### src/rtl/cut_wrap_pkg.sv
// cut_wrap_pkg: shared FSM state type, default MISR polynomial, MISR step and LFSR tap table
package cut_wrap_pkg;
  typedef enum logic [2:0] {S_IDLE, S_LOAD, S_SETTLE, S_CAPTURE, S_DONE} state_t;
  localparam logic [24:0] DEF_MISR_POLY = 25'h0000009;
  // Widths up to 64 are handled by computing in 64 bits and masking to w
  function automatic logic [63:0] misr_next(input logic [63:0] m, input logic [63:0] poly,
                                            input logic [63:0] d, input int w);
    logic [63:0] mask;
    mask = {64{1'b1}} >> (64 - w);
    return ((m << 1) ^ (m[w-1] ? poly : 64'd0) ^ d) & mask;
  endfunction
  function automatic logic [63:0] lfsr_taps(input int w);
    case (w)
      8:       return 64'h0000_0000_0000_00b8;
      16:      return 64'h0000_0000_0000_b400;
      32:      return 64'h0000_0000_8020_0003;
      33:      return 64'h0000_0001_0008_0000;
      64:      return 64'hd800_0000_0000_0000;
      default: return 64'h0000_0001_0008_0000;
    endcase
  endfunction
endpackage

### src/rtl/cut_misr.sv
// cut_misr: W-bit multiple-input signature register with synchronous clear and gated update
module cut_misr
  import cut_wrap_pkg::*;
#(
  parameter int W = 25,
  parameter logic [W-1:0] POLY = W'(DEF_MISR_POLY)
) (
  input  logic         clk,
  input  logic         rst_n,
  input  logic         clr,
  input  logic         en,
  input  logic [W-1:0] d,
  output logic [W-1:0] q
);
  logic [W-1:0] q_q, q_d;
  logic [63:0] nxt;
  always_comb begin
    nxt = misr_next(64'(q_q), 64'(POLY), 64'(d), W);
    q_d = clr ? '0 : en ? nxt[W-1:0] : q_q;
  end
  always_ff @(posedge clk) begin
    if (!rst_n) q_q <= '0;
    else        q_q <= q_d;
  end
  assign q = q_q;
endmodule

### src/rtl/cut_signature_wrapper.sv
// cut_signature_wrapper: drives a combinational CUT, captures responses and compacts them into a MISR.
// Define LFSR_GEN_EN to source vectors from an internal LFSR instead of the in_val handshake.
module cut_signature_wrapper
  import cut_wrap_pkg::*;
#(
  parameter int IN_W = 33,
  parameter int OUT_W = 25,
  parameter int SETTLE = 2,
  parameter int CNT_W = 16,
  parameter logic [OUT_W-1:0] MISR_POLY = OUT_W'(DEF_MISR_POLY)
) (
  input  logic             clk,
  input  logic             rst_n,
  input  logic             enable,
  input  logic             start,
  input  logic [CNT_W-1:0] num_patterns,
  input  logic [IN_W-1:0]  in_val,
  input  logic             in_valid,
  output logic             in_ready,
  output logic [IN_W-1:0]  cut_in,
  input  logic [OUT_W-1:0] cut_out,
  output logic [OUT_W-1:0] out_val,
  output logic             out_valid,
  output logic [OUT_W-1:0] signature,
  output logic [CNT_W-1:0] pat_count,
  output logic             done
);
  localparam int SW = (SETTLE > 1) ? $clog2(SETTLE) : 1;
  state_t state_q, state_d;
  logic [SW-1:0] cnt_q, cnt_d;
  logic [CNT_W-1:0] num_q, num_d, pat_q, pat_d;
  logic [IN_W-1:0] cut_in_q, cut_in_d, vec;
  logic [OUT_W-1:0] out_val_q, out_val_d;
  logic out_valid_q, out_valid_d, done_q, done_d, misr_clr, misr_en, accept, start_ok;
  assign start_ok = start && (state_q == S_IDLE || state_q == S_DONE);
`ifdef LFSR_GEN_EN
  localparam logic [63:0] TAPS64 = lfsr_taps(IN_W);
  localparam logic [IN_W-1:0] TAPS = TAPS64[IN_W-1:0];
  logic [IN_W-1:0] lfsr_q, lfsr_d;
  assign accept = state_q == S_LOAD;
  assign vec = lfsr_q;
  assign in_ready = 1'b0;
  always_comb begin
    lfsr_d = lfsr_q;
    if (enable && start_ok) lfsr_d = (in_val == '0) ? IN_W'(1) : in_val;
    else if (enable && accept) lfsr_d = {lfsr_q[IN_W-2:0], ^(lfsr_q & TAPS)};
  end
  always_ff @(posedge clk) begin
    if (!rst_n) lfsr_q <= '0;
    else        lfsr_q <= lfsr_d;
  end
`else
  assign accept = state_q == S_LOAD && in_valid;
  assign vec = in_val;
  assign in_ready = enable && state_q == S_LOAD;
`endif
  always_comb begin
    state_d = state_q;
    cnt_d = cnt_q;
    num_d = num_q;
    pat_d = pat_q;
    cut_in_d = cut_in_q;
    out_val_d = out_val_q;
    out_valid_d = 1'b0;
    done_d = done_q;
    misr_clr = 1'b0;
    misr_en = 1'b0;
    if (enable) begin
      if (start_ok) begin
        num_d = num_patterns;
        pat_d = '0;
        done_d = num_patterns == '0;
        state_d = done_d ? S_DONE : S_LOAD;
        misr_clr = 1'b1;
      end else if (accept) begin
        cut_in_d = vec;
        cnt_d = SW'(SETTLE - 1);
        state_d = S_SETTLE;
      end else if (state_q == S_SETTLE) begin
        cnt_d = (cnt_q == '0) ? cnt_q : cnt_q - 1'b1;
        state_d = (cnt_q == '0) ? S_CAPTURE : S_SETTLE;
      end else if (state_q == S_CAPTURE) begin
        out_val_d = cut_out;
        out_valid_d = 1'b1;
        misr_en = 1'b1;
        pat_d = pat_q + 1'b1;
        done_d = pat_d == num_q;
        state_d = done_d ? S_DONE : S_LOAD;
      end
    end
  end
  always_ff @(posedge clk) begin
    if (!rst_n) begin
      state_q <= S_IDLE;
      cnt_q <= '0;
      num_q <= '0;
      pat_q <= '0;
      cut_in_q <= '0;
      out_val_q <= '0;
      out_valid_q <= 1'b0;
      done_q <= 1'b0;
    end else begin
      state_q <= state_d;
      cnt_q <= cnt_d;
      num_q <= num_d;
      pat_q <= pat_d;
      cut_in_q <= cut_in_d;
      out_val_q <= out_val_d;
      out_valid_q <= out_valid_d;
      done_q <= done_d;
    end
  end
  cut_misr #(.W(OUT_W), .POLY(MISR_POLY)) u_misr (
    .clk  (clk),
    .rst_n(rst_n),
    .clr  (misr_clr),
    .en   (misr_en),
    .d    (cut_out),
    .q    (signature)
  );
  assign cut_in = cut_in_q;
  assign out_val = out_val_q;
  assign out_valid = out_valid_q;
  assign pat_count = pat_q;
  assign done = done_q;
endmodule
### config.mk
export PLATFORM = sky130hd
export DESIGN_NAME = cut_signature_wrapper
export DESIGN_NICKNAME = d
export VERILOG_FILES = /design/src/rtl/cut_wrap_pkg.sv /design/src/rtl/cut_misr.sv /design/src/rtl/cut_signature_wrapper.sv
export SDC_FILE = /design/constraint.sdc
export NUM_CORES = 1
export LEC_CHECK = 0
export CAP_MARGIN = 20
export CORE_UTILIZATION = 45
export CTS_CLUSTER_SIZE = 12
export DETAILED_ROUTE_END_ITERATION = 6
export GPL_TIMING_DRIVEN = 0
export PLACE_DENSITY = 0.87
export RECOVER_POWER = 100
export SLEW_MARGIN = 10
export SYNTH_ARGS = -nofsm -noshare
export SYNTH_HDL_FRONTEND = slang
export SYNTH_HIERARCHICAL = 1
export SYNTH_SLANG_ARGS = --single-unit
### constraint.sdc
create_clock -name clk -period 2.3 [get_ports clk]
set_input_delay 0.575 -clock clk [delete_from_list [all_inputs] [get_ports clk]]
set_output_delay 0.575 -clock clk [all_outputs]
set_load 0.01 [all_outputs]
==> flow_summary.json <==
{
  "ys_types": 61,
  "seq_area_frac_synth": 0.432,
  "finalWirelength_um": 15900,
  "ys_ff_latch": 121,
  "drv_cap": 0,
  "path_cells": "ha_1, buf_4, and3_1, buf_4, nand4_1, a211o_1, a2111oi_4, nand4_1, a22o_1",
  "worstPathArrival_ns": 2.57,
  "syn_to_final_growth_pct": 47.7,
  "fin_area_um2": 8290,
  "critical_path_buf_inv_count": 2,
  "cts.clk_slew.worst_paths_ns": 0.05,
  "synth_edf_count": 0,
  "grt_use_total": 0.258,
  "power.density_nw_per_um2": 641,
  "synth_area_um2": 5610,
  "syn_inst": 661,
  "cts_sinks": 121,
  "synth.most_common_cell": "nand2_1",
  "drive_above_1_share": 0.0935,
  "worstMarginPinSlew_ns": 0.591,
  "fp.dieW_um": 114,
  "drc_errors": 0,
  "n_antenna_cell": 0,
  "cts_hold_buf": 0,
  "cp-start-kind": "flop",
  "crit_fanout": 7,
  "stdcell_count": 1045,
  "fp-row-count": 40,
  "antenna_found_initial": 0,
  "ir_drop_v": 0.000485,
  "dpl.hpwl_um": 11500,
  "clk_latency_ns": 0.42,
  "ctsRootBufferMaster": "clkbuf_16",
  "cts_tree": "built",
  "status": "finished clean",
  "fin_nets": 944,
  "synth_top_area_frac": 0.432,
  "rr_startpoint": "pat_count[0]",
  "grt_pass1_vias": 5156,
  "grt_max_degree": 17,
  "die_y_um": 114,
  "wire_per_inst_um": 15.2,
  "worst-r2r-setup-slack_ns": 0.03,
  "hold_violations": 0,
  "cts_buffer_depth": 2,
  "drt-initial-drc-count": 454,
  "fin_crit_ns": 2.27,
  "ios": 181,
  "synth_nets": 741,
  "fmax_ghz": 0.441,
  "die-area_um2": 12900,
  "grt_pass1_wl_um": 25600,
  "cts-buffers-inserted": 17,
  "holdCritPathClass": "flop to flop",
  "fin_skew_ns": 0.00643,
  "firstDrtPassIters": 5,
  "worst_r2r_path_depth": 9,
  "gp_congestion": 0.905,
  "ys.flop_type": "dfxtp_1",
  "cp_slowest_stage_delay_ns": 0.44,
  "finalSetupViolations": 0,
  "place_area_um2": 7620,
  "async_flop_share": 0,
  "critPathCaptureType": "flop",
  "synthTopCellsByCount": "163 x nand2_1, 121 x dfxtp_1, 71 x a21boi_0",
  "grt_remaining_overflow": 0,
  "viasPerCell": 5.21,
  "portBuffers": 180,
  "tns_ns": 0,
  "start_util": 0.465,
  "crit_required_ns": 2.61,
  "syn_area_per_cell_um2": 8.49,
  "maxSlewViolCount": 0,
  "synth_top_cells_by_area": "dfxtp_1 43%, nand2_1 11%, a21boi_0 9.5%",
  "place_inst": 1009,
  "relSlewSlack": 0.606,
  "cp-endpoint": "state_q[0]",
  "r2r_end": "state_q[0]",
  "yosys_warnings": 6,
  "p_leak_nw": 3.21,
  "htree_levels": 4,
  "slowest_stage": "a2111oi_4",
  "crit_type": "flop to flop",
  "crit_family": "compound AO/OA/AOI/OAI gates",
  "antenna_left": 0,
  "period_share": 0.985,
  "core_um2": 12100,
  "dr_total_vias": 5444,
  "cp_num_cells": 9,
  "crit_start": "pat_count[0]",
  "finalCoreUtilization": 0.687,
  "yosys.area.top_type": "dfxtp_1"
}
-- final cells by class --
cell class / count / area (um^2)
plain buffers: 49 / 264
clock buffers: 25 / 495
clock inverters: 7 / 90.1
fillers: 975 / 3770
inverters: 6 / 26.3
multi-input cells: 485 / 2950
flip-flops and latches: 121 / 2430
well taps: 168 / 210
repair buffers: 184 / 1830
-- flip-flops by register name, indices dropped and copies added (netlist names) --
name / flops
out_valid: 1
cnt_q: 1
out_val: 25
pat_count: 16
done: 1
u_misr/q: 25
num_q: 16
state_q: 3
cut_in: 33
-- through the flow --
stage	worst slack (ns)	power, mW	hold WS, ns
6_report	0.0335	5.31	0.452
5_1_grt	-0.00823	5.52	0.469
4_1_cts	0.0118	5.36	0.457
3_5_place_dp	-0.871	2.73	0.449
3_3_place_gp	-0.836	2.73	0.443
2_1_floorplan	0.0840	2.47	0.455
-- where the power goes --
group          switching, mW  internal, mW
registers             0.0318          2.14
logic                  0.249         0.284
clock network          0.906          1.70
-- cells by family (layout without fill, tap and decap cells) --
logic type | after synthesis | after routing | synth area share
simple gates | 279 | 279 | 0.234
compound gates | 156 | 156 | 0.205
flops | 121 | 121 | 0.432
buf+inv | 55 | 271 | 0.0477
xor+xnor | 46 | 46 | 0.0745
mux | 3 | 3 | 0.00535
fa+ha+maj | 1 | 1 | 0.00223
-- repair_timing --
action / CTS / global route
buffers inserted: 0 / 4
endpoints found under the hold margin: 0 / 0
endpoints found under the setup margin: 54 / 52
gates resized for setup: 20 / 12
gates cloned: 0 / 0
pin swaps: 0 / 4
-- worst min-delay path, stage by stage (launching register included) --
cell and delay [ns]:
dfxtp_1 0.30, nand2_1 0.05, a21boi_1 0.05
-- worst min-delay path by stage --
| stage | start | to | slack (ns) | cells after the start |
|---|---|---|---|---|
| finish | cut_in[28] | cut_in[28] | 0.45 | 2 |
| detailed placement | cut_in[28] | cut_in[28] | 0.45 | 2 |
| CTS | cut_in[28] | cut_in[28] | 0.46 | 2 |
| global route | cut_in[14] | cut_in[14] | 0.47 | 2 |
| global placement | cut_in[27] | cut_in[27] | 0.44 | 2 |
| floorplan | num_q[10] | num_q[10] | 0.46 | 2 |
-- cells in the final DEF (no fill, tap or decap), types with 4 or more instances in the layout --
cell type	n
clkbuf_16	17
o21ai_0	16
buf_2	10
nand2_1	162
a211oi_1	24
xnor2_1	39
and2_0	4
clkbuf_8	4
nor2_1	39
buf_4	12
clkbuf_1	24
dfxtp_1	119
dlygate4sd3_1	101
nor3_1	9
xor2_1	6
nor2b_1	11
inv_1	5
nor4_1	6
nand4_1	6
clkbuf_2	7
a21oi_1	13
a21boi_0	74
nand3_1	9
and4_1	4
clkdlybuf4s50_1	77
-- layer usage --
metal | up-vias | track usage | part of all wire
met1 | 2505 | 0.313 | 0.43
met4 | 0 | 0.135 | 0.031
met3 | 39 | 0.0675 | 0.074
met5 | - | 0 | 0
li1 | 2678 | - | -
met2 | 222 | 0.422 | 0.47
No activity file was read; power rests on OpenSTA's default activity.
